## src/rtl/sand_write_arbiter_if.sv

```systemverilog
// Bus bundle for the sand display write arbiter: the Avalon host write port,
// the physics engine request port, the vblank qualifier and the registered
// write port into the display register file.
//
// Handshakes:
//   host   : a write is taken on a rising edge where chipselect && write && !waitrequest.
//            While waitrequest is high the host holds address/writedata/write.
//   engine : eng_req is held with stable eng_address/eng_writedata until eng_ack
//            pulses for one cycle; the write is issued on that same edge.
//   output : out_write is a one-cycle strobe qualifying out_address/out_writedata.
interface sand_write_arbiter_if #(
    parameter int ADDR_W = 3,
    parameter int DATA_W = 8,
    parameter int CNT_W  = 3
) ();
    logic              chipselect;
    logic              write;
    logic [ADDR_W-1:0] address;
    logic [DATA_W-1:0] writedata;
    logic              waitrequest;

    logic              eng_req;
    logic [ADDR_W-1:0] eng_address;
    logic [DATA_W-1:0] eng_writedata;
    logic              eng_ack;

    logic              vblank;

    logic              out_write;
    logic [ADDR_W-1:0] out_address;
    logic [DATA_W-1:0] out_writedata;
    logic [CNT_W-1:0]  fifo_count;

    // Arbiter side
    modport slave (
        input  chipselect, write, address, writedata,
        input  eng_req, eng_address, eng_writedata,
        input  vblank,
        output waitrequest, eng_ack,
        output out_write, out_address, out_writedata, fifo_count
    );

    // Driver side (host, engine and video timing as seen by the arbiter)
    modport master (
        output chipselect, write, address, writedata,
        output eng_req, eng_address, eng_writedata,
        output vblank,
        input  waitrequest, eng_ack,
        input  out_write, out_address, out_writedata, fifo_count
    );
endinterface

```

## src/rtl/sand_write_arbiter.sv

```systemverilog
// Single write port into the sand display register file. Host writes are
// queued in a small FIFO and compete round-robin with the physics engine;
// grants happen only while vblank is high so a frame is never torn.
module sand_write_arbiter #(
    parameter int ADDR_W     = 3,
    parameter int DATA_W     = 8,
    parameter int FIFO_DEPTH = 4
) (
    input  logic                 clk,
    input  logic                 reset,
    sand_write_arbiter_if.slave  bus
);
    localparam int PTR_W   = (FIFO_DEPTH > 1) ? $clog2(FIFO_DEPTH) : 1;
    localparam int CNT_W   = $clog2(FIFO_DEPTH) + 1;
    localparam int ENTRY_W = ADDR_W + DATA_W;
    localparam logic [CNT_W-1:0] FULL_COUNT = CNT_W'(FIFO_DEPTH);

    // Which source received the most recent grant.
    typedef enum logic {
        SRC_HOST   = 1'b0,
        SRC_ENGINE = 1'b1
    } src_e;

    logic [ENTRY_W-1:0] fifo_mem_q [FIFO_DEPTH];
    logic [PTR_W-1:0]   wr_ptr_q, wr_ptr_d;
    logic [PTR_W-1:0]   rd_ptr_q, rd_ptr_d;
    logic [CNT_W-1:0]   count_q, count_d;
    src_e               last_grant_q, last_grant_d;
    logic               out_write_q, out_write_d;
    logic [ADDR_W-1:0]  out_address_q, out_address_d;
    logic [DATA_W-1:0]  out_writedata_q, out_writedata_d;
    logic               eng_ack_q, eng_ack_d;

    logic               full;
    logic               push;
    logic               pop;
    logic               host_pend;
    logic               eng_pend;
    logic               grant_host;
    logic               grant_eng;
    logic [ENTRY_W-1:0] head;

    assign full      = (count_q == FULL_COUNT);
    assign push      = bus.chipselect && bus.write && !full;
    // Registered count: an entry pushed this cycle only competes from the next one.
    assign host_pend = (count_q != '0);
    // The ack cycle never re-grants the engine, whatever eng_req shows.
    assign eng_pend  = bus.eng_req && !eng_ack_q;
    assign head      = fifo_mem_q[rd_ptr_q];
    assign pop       = grant_host;

    // Source selection: vblank-qualified, round-robin under contention.
    always_comb begin
        grant_host = 1'b0;
        grant_eng  = 1'b0;
        if (bus.vblank) begin
            if (host_pend && eng_pend) begin
                if (last_grant_q == SRC_ENGINE) begin
                    grant_host = 1'b1;
                end else begin
                    grant_eng = 1'b1;
                end
            end else if (host_pend) begin
                grant_host = 1'b1;
            end else if (eng_pend) begin
                grant_eng = 1'b1;
            end
        end
    end

    // Next state for FIFO bookkeeping, round-robin pointer and the write port.
    always_comb begin
        wr_ptr_d        = wr_ptr_q;
        rd_ptr_d        = rd_ptr_q;
        count_d         = count_q;
        last_grant_d    = last_grant_q;
        out_write_d     = 1'b0;
        out_address_d   = out_address_q;
        out_writedata_d = out_writedata_q;
        eng_ack_d       = 1'b0;

        if (push) begin
            wr_ptr_d = wr_ptr_q + PTR_W'(1);
        end
        if (pop) begin
            rd_ptr_d = rd_ptr_q + PTR_W'(1);
        end
        case ({push, pop})
            2'b10:   count_d = count_q + CNT_W'(1);
            2'b01:   count_d = count_q - CNT_W'(1);
            default: count_d = count_q;
        endcase

        if (grant_host) begin
            out_write_d     = 1'b1;
            out_address_d   = head[ENTRY_W-1:DATA_W];
            out_writedata_d = head[DATA_W-1:0];
            last_grant_d    = SRC_HOST;
        end else if (grant_eng) begin
            out_write_d     = 1'b1;
            out_address_d   = bus.eng_address;
            out_writedata_d = bus.eng_writedata;
            eng_ack_d       = 1'b1;
            last_grant_d    = SRC_ENGINE;
        end
    end

    // Control and output registers; reset drops any queued or in-flight write.
    always_ff @(posedge clk or posedge reset) begin
        if (reset) begin
            wr_ptr_q        <= '0;
            rd_ptr_q        <= '0;
            count_q         <= '0;
            last_grant_q    <= SRC_ENGINE;
            out_write_q     <= 1'b0;
            out_address_q   <= '0;
            out_writedata_q <= '0;
            eng_ack_q       <= 1'b0;
        end else begin
            wr_ptr_q        <= wr_ptr_d;
            rd_ptr_q        <= rd_ptr_d;
            count_q         <= count_d;
            last_grant_q    <= last_grant_d;
            out_write_q     <= out_write_d;
            out_address_q   <= out_address_d;
            out_writedata_q <= out_writedata_d;
            eng_ack_q       <= eng_ack_d;
        end
    end

    // FIFO storage; contents are meaningless once the count is cleared.
    always_ff @(posedge clk) begin
        if (push) begin
            fifo_mem_q[wr_ptr_q] <= {bus.address, bus.writedata};
        end
    end

    assign bus.waitrequest   = full;
    assign bus.eng_ack       = eng_ack_q;
    assign bus.out_write     = out_write_q;
    assign bus.out_address   = out_address_q;
    assign bus.out_writedata = out_writedata_q;
    assign bus.fifo_count    = count_q;
endmodule

```

## src/flat_wrapper.sv

```systemverilog
// flat-port wrapper written by rule: the top's interface ports become plain ports
module sand_write_arbiter_flat 
#(
    parameter int ADDR_W     = 3,
    parameter int DATA_W     = 8,
    parameter int FIFO_DEPTH = 4
)
  (clk, reset, bus_chipselect, bus_write, bus_address, bus_writedata, bus_eng_req, bus_eng_address, bus_eng_writedata, bus_vblank, bus_waitrequest, bus_eng_ack, bus_out_write, bus_out_address, bus_out_writedata, bus_fifo_count);
  sand_write_arbiter_if #(.ADDR_W(ADDR_W), .DATA_W(DATA_W), .CNT_W((3))) bus_i ();
  input  logic clk;
  input  logic reset;
  input wire logic [$bits(bus_i.chipselect)-1:0] bus_chipselect;
  input wire logic [$bits(bus_i.write)-1:0] bus_write;
  input wire logic [$bits(bus_i.address)-1:0] bus_address;
  input wire logic [$bits(bus_i.writedata)-1:0] bus_writedata;
  input wire logic [$bits(bus_i.eng_req)-1:0] bus_eng_req;
  input wire logic [$bits(bus_i.eng_address)-1:0] bus_eng_address;
  input wire logic [$bits(bus_i.eng_writedata)-1:0] bus_eng_writedata;
  input wire logic [$bits(bus_i.vblank)-1:0] bus_vblank;
  output wire logic [$bits(bus_i.waitrequest)-1:0] bus_waitrequest;
  output wire logic [$bits(bus_i.eng_ack)-1:0] bus_eng_ack;
  output wire logic [$bits(bus_i.out_write)-1:0] bus_out_write;
  output wire logic [$bits(bus_i.out_address)-1:0] bus_out_address;
  output wire logic [$bits(bus_i.out_writedata)-1:0] bus_out_writedata;
  output wire logic [$bits(bus_i.fifo_count)-1:0] bus_fifo_count;
  assign bus_i.chipselect = bus_chipselect;
  assign bus_i.write = bus_write;
  assign bus_i.address = bus_address;
  assign bus_i.writedata = bus_writedata;
  assign bus_i.eng_req = bus_eng_req;
  assign bus_i.eng_address = bus_eng_address;
  assign bus_i.eng_writedata = bus_eng_writedata;
  assign bus_i.vblank = bus_vblank;
  assign bus_waitrequest = bus_i.waitrequest;
  assign bus_eng_ack = bus_i.eng_ack;
  assign bus_out_write = bus_i.out_write;
  assign bus_out_address = bus_i.out_address;
  assign bus_out_writedata = bus_i.out_writedata;
  assign bus_fifo_count = bus_i.fifo_count;
  sand_write_arbiter #(.ADDR_W(ADDR_W), .DATA_W(DATA_W), .FIFO_DEPTH(FIFO_DEPTH)) u_core (.clk(clk), .reset(reset), .bus(bus_i));
endmodule
```

## config.mk

```make
export PLATFORM = sky130hd
export DESIGN_NAME = sand_write_arbiter_flat
export DESIGN_NICKNAME = d
export VERILOG_FILES = /design/src/rtl/sand_write_arbiter_if.sv /design/src/rtl/sand_write_arbiter.sv /design/src/flat_wrapper.sv
export SDC_FILE = /design/constraint.sdc
export NUM_CORES = 1
export LEC_CHECK = 0
export ABC_AREA = 1
export BUFFER_PORTS_ARGS = -buffer_cell sky130_fd_sc_hd__buf_2
export CAP_MARGIN = 20
export CORE_MARGIN = 3
export CORE_UTILIZATION = 50
export DETAILED_ROUTE_END_ITERATION = 16
export GPL_ROUTABILITY_DRIVEN = 0
export GPL_TIMING_DRIVEN = 0
export PLACE_DENSITY = 0.76
export SETUP_SLACK_MARGIN = 0.05
export SYNTH_ARGS = -nofsm -noshare
export SYNTH_HDL_FRONTEND = slang
export SYNTH_SLANG_ARGS = --single-unit
```

## constraint.sdc

```tcl
create_clock -name clk -period 2.1 [get_ports clk]
set_input_delay 0.21 -clock clk [delete_from_list [all_inputs] [get_ports clk]]
set_output_delay 0.21 -clock clk [all_outputs]
set_load 0.05 [all_outputs]
```

==> results of run 1 <==
==> flip-flops by register name (all words and copies together), names as in the netlist <==
register / flops
u_core.bus.out_write: 1
u_core.bus.fifo_count: 3
u_core.rd_ptr_q: 2
u_core.bus.out_writedata: 8
u_core.bus.out_address: 3
u_core.fifo_mem_q: 44
u_core.last_grant_q: 1
u_core.wr_ptr_q: 2
u_core.bus.eng_ack: 1
==> path summary, 6_finish.rpt <==
kind                                             start                          end  slack [ps]  depth (start not counted)
setup / recovery                   u_core.last_grant_q     u_core.bus.fifo_count[2]          90                         11
hold / removal                                   reset         u_core.bus.out_write          30                          2
setup reg to reg                   u_core.last_grant_q     u_core.bus.fifo_count[2]          90                         11
hold reg to reg            u_core.bus.out_writedata[6]  u_core.bus.out_writedata[6]         490                          2
max in group asynchronous                        reset           u_core.bus.eng_ack        1500                          2
min in group clk                      bus_writedata[6]      u_core.fifo_mem_q[3][6]          90                          1
==> report_power, final <==
part,switching (mW),leakage (nW),internal (mW)
Clock,0.429,0.0877,0.493
Combinational,1.54,0.849,0.671
Sequential,0.174,0.645,1.68
==> kinds of logic (layout without fill, tap and decap cells) <==
group | after synthesis | after routing | synth area share [%]
AO/OA/AOI/OAI | 6 | 6 | 1.036
XOR/XNOR | 4 | 4 | 1.209
adder cells (fa/ha/maj) | 6 | 6 | 2.850
buffers and inverters | 41 | 104 | 6.951
flip-flops | 65 | 65 | 63.77
AND/OR/NAND/NOR | 153 | 153 | 24.18
==> cell type report <==
cell class	instances	area (µm²)
fill	463	2145
inverter	31	118.9
clock buffer	15	166.4
buffer	10	82.58
multi-input combinational	169	870.8
tap	72	90.09
sequential	65	1853
timing repair buffer	47	242.7
clock inverter	1	5.005
==> stage by stage <==
step	instances	setup slack (ps)
finish	410	92.40
global route	410	4.174
CTS	408	50.34
detailed placement	391	22.06
global placement	391	74.01
floorplan	275	53.17
==> cells in the final DEF, fill, tap and decap left out <==
master    Yosys  layout
a21oi_1       2       2
buf_12        1       1
buf_2         5      49
buf_4         0       3
buf_6         3       3
clkbuf_1      1       5
clkbuf_8      0      11
clkinv_2      0       1
dfrtp_1      20      16
dfrtp_2       0       4
dfstp_2       1       1
edfxtp_1     44      44
fa_2          0       1
ha_1          5       4
ha_4          0       1
inv_1        29      27
inv_2         1       3
inv_4         1       1
nand2_1      93      93
nand2_2      14      14
nand2_4       1       1
nand3_1      33      33
nand3_2       3       3
nand3_4       1       1
nor2_1        6       3
nor2_2        1       4
nor2_4        1       1
o21ai_0       4       3
o21ai_1       0       1
xnor2_1       1       1
xor2_1        3       3
==> critical path, cell delays in order, from the launching register on <==
cell and delay (ps):
dfstp_2 530, inv_1 60, nand3_2 100, inv_1 70
nor2_4 110, buf_6 140, ha_4 120, inv_2 40
fa_2 350, a21oi_1 130, o21ai_1 90, xor2_1 140
==> timing repair <==
item / CTS / global route
gates resized for setup: 1 / 2
endpoints found under the setup margin: 4 / 34
setup buffers: 1 / 2
pin swaps: 1 / 1
gates cloned: 0 / 0
==> layer usage <==
metal  global-route usage [%]  up-vias
li1                         -     1005
met1                    21.47      864
met2                    30.45       74
met3                    5.206       12
met4                    9.635        0
met5                        0        -
==> run metrics, run 1 <==
clk_skew=7.517 ps; status=completed; Synth top area share=around 46%; layout cells sized above 1=30.47%; DR WL met2=roughly 2700 µm; worst hold path type=input port to asynchronous set/reset pin; Cell Area, Synth=2898 µm²; Syn Area/Cell=10.54 µm²; Critical Path Start Type=register; Initial DRT Pass Iterations=4; setup TNS=0 ps; Synth Flop Type=edfxtp_1; Initial Utilization=about 52%; # IOs=between 40 and 50; final instance area=between 3000 and 4000 µm²; port bufs=44; CP Class=register to register; CTS tree=built; largest net degree at the start of global routing=22; syn nets=309; Longest Clk Path Bufs=2; Warnings, synthesis=0; Slew @ Worst Pin=979.9 ps; routed vias=between 1500 and 2000; DRC=0; CP required=2320 ps; top cell type by total area after synthesis=edfxtp_1; final wirelength=roughly 5400 µm; Post-synth EDFFs=44; Metal-1 WL=between 2000 and 2500 µm; Unique masters post-synth=25; most instantiated cells after synthesis=93 x nand2_1, 44 x edfxtp_1, 33 x nand3_1; RSZ-0062 raised after global routing=yes; Vias/cell=approximately 4.8; GRT Total Usage=between 10% and 20%; Layout area overhead=18.35%; overall power=4.989 mW; final setup violation count=0; grt ovf=0; synthesized instance count=approximately 280; global-route wire length before repair=8769 µm; critical-path maximum fanout=8; Pins Over Slew Limit=0; antenna violations before repair=0; # diodes=0; iteration-0 DRC count of the detailed router=between 90 and 100; WHS=about 32 ps; WL per Instance=13.18 µm; Tmin final=2008 ps; sequential fraction of the synthesis area=between 60% and 70%; Highest Signal Layer=met4; Post-DP HPWL=about 3700 µm; P_leak=~1.6 nW; max_slew headroom=~34%; clk slew on worst S/H paths=roughly 70 ps; Final Net Count=roughly 370; Pwr Density=~1500 nW/µm²; Synth Register Bits=65; Sink Count=65; largest cells by area after synthesis=edfxtp_1 46%, dfrtp_1 17%, nand2_1 12%; WP data arrival=~2200 ps; Die Wd=82.13 µm; Skew-Pair Late Insertion Delay=~330 ps; vias in the first global route=approximately 1900; Post-synth ARST share=between 30% and 40%; DRT antenna net count=0; most frequent cell after synthesis=nand2_1; root buffer cell=clkbuf_8; fin crit share=95.60%; Num CTS Buffers=9; CTS H-Tree Depth=3; Die ar.=roughly 6700 µm²; final hold vios=0; core region area=5574 µm²; Hold Buf Count CTS=0; Final Core Density=61.53%; max-cap viol count=0; placed cell areas=approximately 3200 µm²; die height=a little over 80 µm; VDD IR max=867.3 µV; f_max=498.1 MHz; # rows=27; met3 wire length=around 410 µm; CP endpoint kind=register
(Power assumes the default switching activity.)
==> inputs of run 2 (changes only) <==
Settings changed: CELL_PAD_IN_SITES_DETAIL_PLACEMENT set to 1, CELL_PAD_IN_SITES_GLOBAL_PLACEMENT set to 2, CORE_UTILIZATION 50 to 32.
==> run 2 against run 1 <==
Register-to-register slack hardly changed. Final cell count is 9.3% higher. Critical path type unchanged. Largest cell class unchanged. Final area increased by 2.7%. Core utilization is 21 points lower. Total power grew 4.1%. First-iteration DRC count is 33% lower. Setup slack worse by 8.9 ps. Critical endpoint unchanged.
==> run metrics, run 2 (same netlist as run 1, synthesis figures left out) <==
CP required=2310 ps (about the same); DRT antenna net count=0 (unchanged); P_leak=1.606 nW (+1.5%); Longest Clk Path Bufs=2 (unchanged); layout cells sized above 1=32.06% (+1.6 points); worst r2r src=u_core.last_grant_q; commonest non-fill, non-tap cells in the layout=93 x nand2_1, 49 x buf_2, 44 x edfxtp_1; antenna violations before repair=0 (unchanged); DRC=0 (unchanged); final wirelength=5960 µm (+10%); Switching Fraction=43.52% (+0.57 points); core region area=8763 µm² (+57%); routed vias=1943 (-0.61%); final hold vios=0 (unchanged); Hold Buf Count CTS=0 (unchanged); final setup violation count=0 (unchanged); Seq pwr share=35.6% (-1.6 points); grt ovf=0 (unchanged); CP endpoint kind=register; Layout area overhead=21.50%; f_max=495.9 MHz (-0.44%); Slew @ Worst Pin=830.2 ps (-149.7 ps); # fillers=1032 (+120%); GRT Total Usage=12.39% (-5.9 points); Tmin final=2016 ps (+8.866 ps); Most flops, register=u_core.fifo_mem_q; # rows=34 (+26%); WP data arrival=2230 ps (about the same); Sw Pwr=2.261 mW (+5.5%); Die ar.=10230 µm² (+52%); Sink Count=65 (unchanged); max_slew headroom=44.59% (+10 points); final non-filler cell total=448 (+9.3%); critical-path maximum fanout=4 (-4); Place WS=26.48 ps (+4.419 ps); CTS H-Tree Depth=3 (unchanged); global-route wire length before repair=9584 µm (+9.3%); WL per Instance=13.30 µm (+0.93%); Die Wd=101.2 µm (+23%); CP Launch Point=u_core.last_grant_q; Worst Setup Slack, final=83.53 ps (-8.866 ps); largest net degree at the start of global routing=22 (unchanged); worst hold path type=input port to asynchronous set/reset pin; # diodes=0 (unchanged); CP Class=register to register; Initial Utilization=33.07% (-19 points); die height=101.2 µm (+23%); Skew-Pair Late Insertion Delay=340 ps (about the same); Placed Cells incl. Taps=427 (+9.2%); Num CTS Buffers=9 (unchanged); status=completed; vias in the first global route=1937 (+2.6%); Pwr Density=1475 nW/µm² (+1.4%); Critical Path Start Type=register; port bufs=44 (unchanged); # IOs=45 (unchanged); clk_skew=7.608 ps (+0.09112 ps); Internal Power=2.934 mW (+3.1%); Final Net Count=369 (+0.54%); Vias/cell=4.337 (-9.0%); Final Core Density=40.18% (-21 points); RSZ-0062 raised after global routing=yes; Pins Over Slew Limit=0 (unchanged); commonest non-fill, non-tap cell in the layout=nand2_1; Post-DP HPWL=4258 µm (+14%); iteration-0 DRC count of the detailed router=66 (-33%); CTS tree=built; Initial DRT Pass Iterations=4 (unchanged); Clock Power Share=20.5% (+2.0 points); logic gate share of total power=43.9% (-0.4 points); number of flip-flops in the largest register=44 (unchanged); max-cap viol count=0 (unchanged); root buffer cell=clkbuf_8; VDD IR max=354.2 µV (-59%); clk slew on worst S/H paths=70 ps (about the same); fin crit share=96.02% (+0.42 points)
## run 2: cell count changes in the layout (fill, tap and decap cells not counted), sizes merged
cell      delta
inv          +3
buf          +2
clkinv       +1
bufinv       +1
clkinvlp     +1
clkbuf       -6
## run 2: power by group through the flow
| stage | clock network [mW] | registers [mW] | logic (mW) |
|---|---|---|---|
| CTS | 1.11 | 1.86 | 2.28 |
| global route | 1.16 | 1.89 | 2.54 |
| floorplan | 0 | 2.38 | 1.17 |
| finish | 1.07 | 1.85 | 2.28 |
| global placement | 0 | 1.87 | 2.20 |
| detailed placement | 0 | 1.88 | 2.26 |
## run 2: worst max-delay path: stages, from the launching register on
cell and delay [ps]:
dfstp_2 540, inv_1 50, nand3_2 90, inv_1 70, nor2_4 150, buf_6 130, ha_4 110, inv_2 50
fa_2 350, a21oi_2 120, o21ai_1 90, xor2_1 150
## run 2: routing by layer
layer  wire (µm)  vias up  share of wire [%]  global-route usage (%)
li1            -     1006                  -                       -
met2        2966       45                 50                   20.72
met4          97        0                1.6                   5.828
met1        2612      883                 44                   15.63
met5           0        -                  0                       0
met3         284        9                4.8                   2.135
## run 2: worst paths after layout
kind                                               end  cells after the start  slack [ps]
max                           u_core.bus.fifo_count[2]                     11          80
min                        u_core.bus.out_writedata[7]                      2          30
max reg2reg                   u_core.bus.fifo_count[2]                     11          80
min reg2reg                  u_core.bus.out_address[0]                      2         490
max in group asynchronous     u_core.bus.fifo_count[2]                      2        1500
min in group clk               u_core.fifo_mem_q[0][0]                      1          90
## run 2: timing repair
action | in CTS | in global routing
endpoints found under the hold margin | 0 | 0
gates resized for setup | 0 | 4
pin swaps | 0 | 3
setup buffers | 1 | 2
setup endpoints to repair | 12 | 24
## run 2: cell type report
type | instances | area, µm² | share of cell area (%)
Multi-Input combinational cell | 169 | 872.1 | 24.77
Tap cell | 108 | 135.1 | 3.838
Inverter | 31 | 118.9 | 3.376
Clock buffer | 9 | 123.9 | 3.518
Clock inverter | 7 | 77.57 | 2.203
Timing Repair Buffer | 49 | 257.7 | 7.321
Buffer | 10 | 82.58 | 2.345
Sequential cell | 65 | 1853 | 52.63
## run 2: metrics by stage
| step | total power [mW] | instance area, µm² | hold WS (ps) | setup TNS, ps |
|---|---|---|---|---|
| after floorplan | 3.550 | 2918 | 185.5 | 0 |
| after global placement | 4.070 | 3273 | 409.8 | 0 |
| after detailed placement | 4.137 | 3273 | 426.8 | 0 |
| after CTS | 5.240 | 3482 | 58.48 | 0 |
| after global routing | 5.590 | 3521 | 74.90 | -41.14 |
| final | 5.195 | 3521 | 30.99 | 0 |
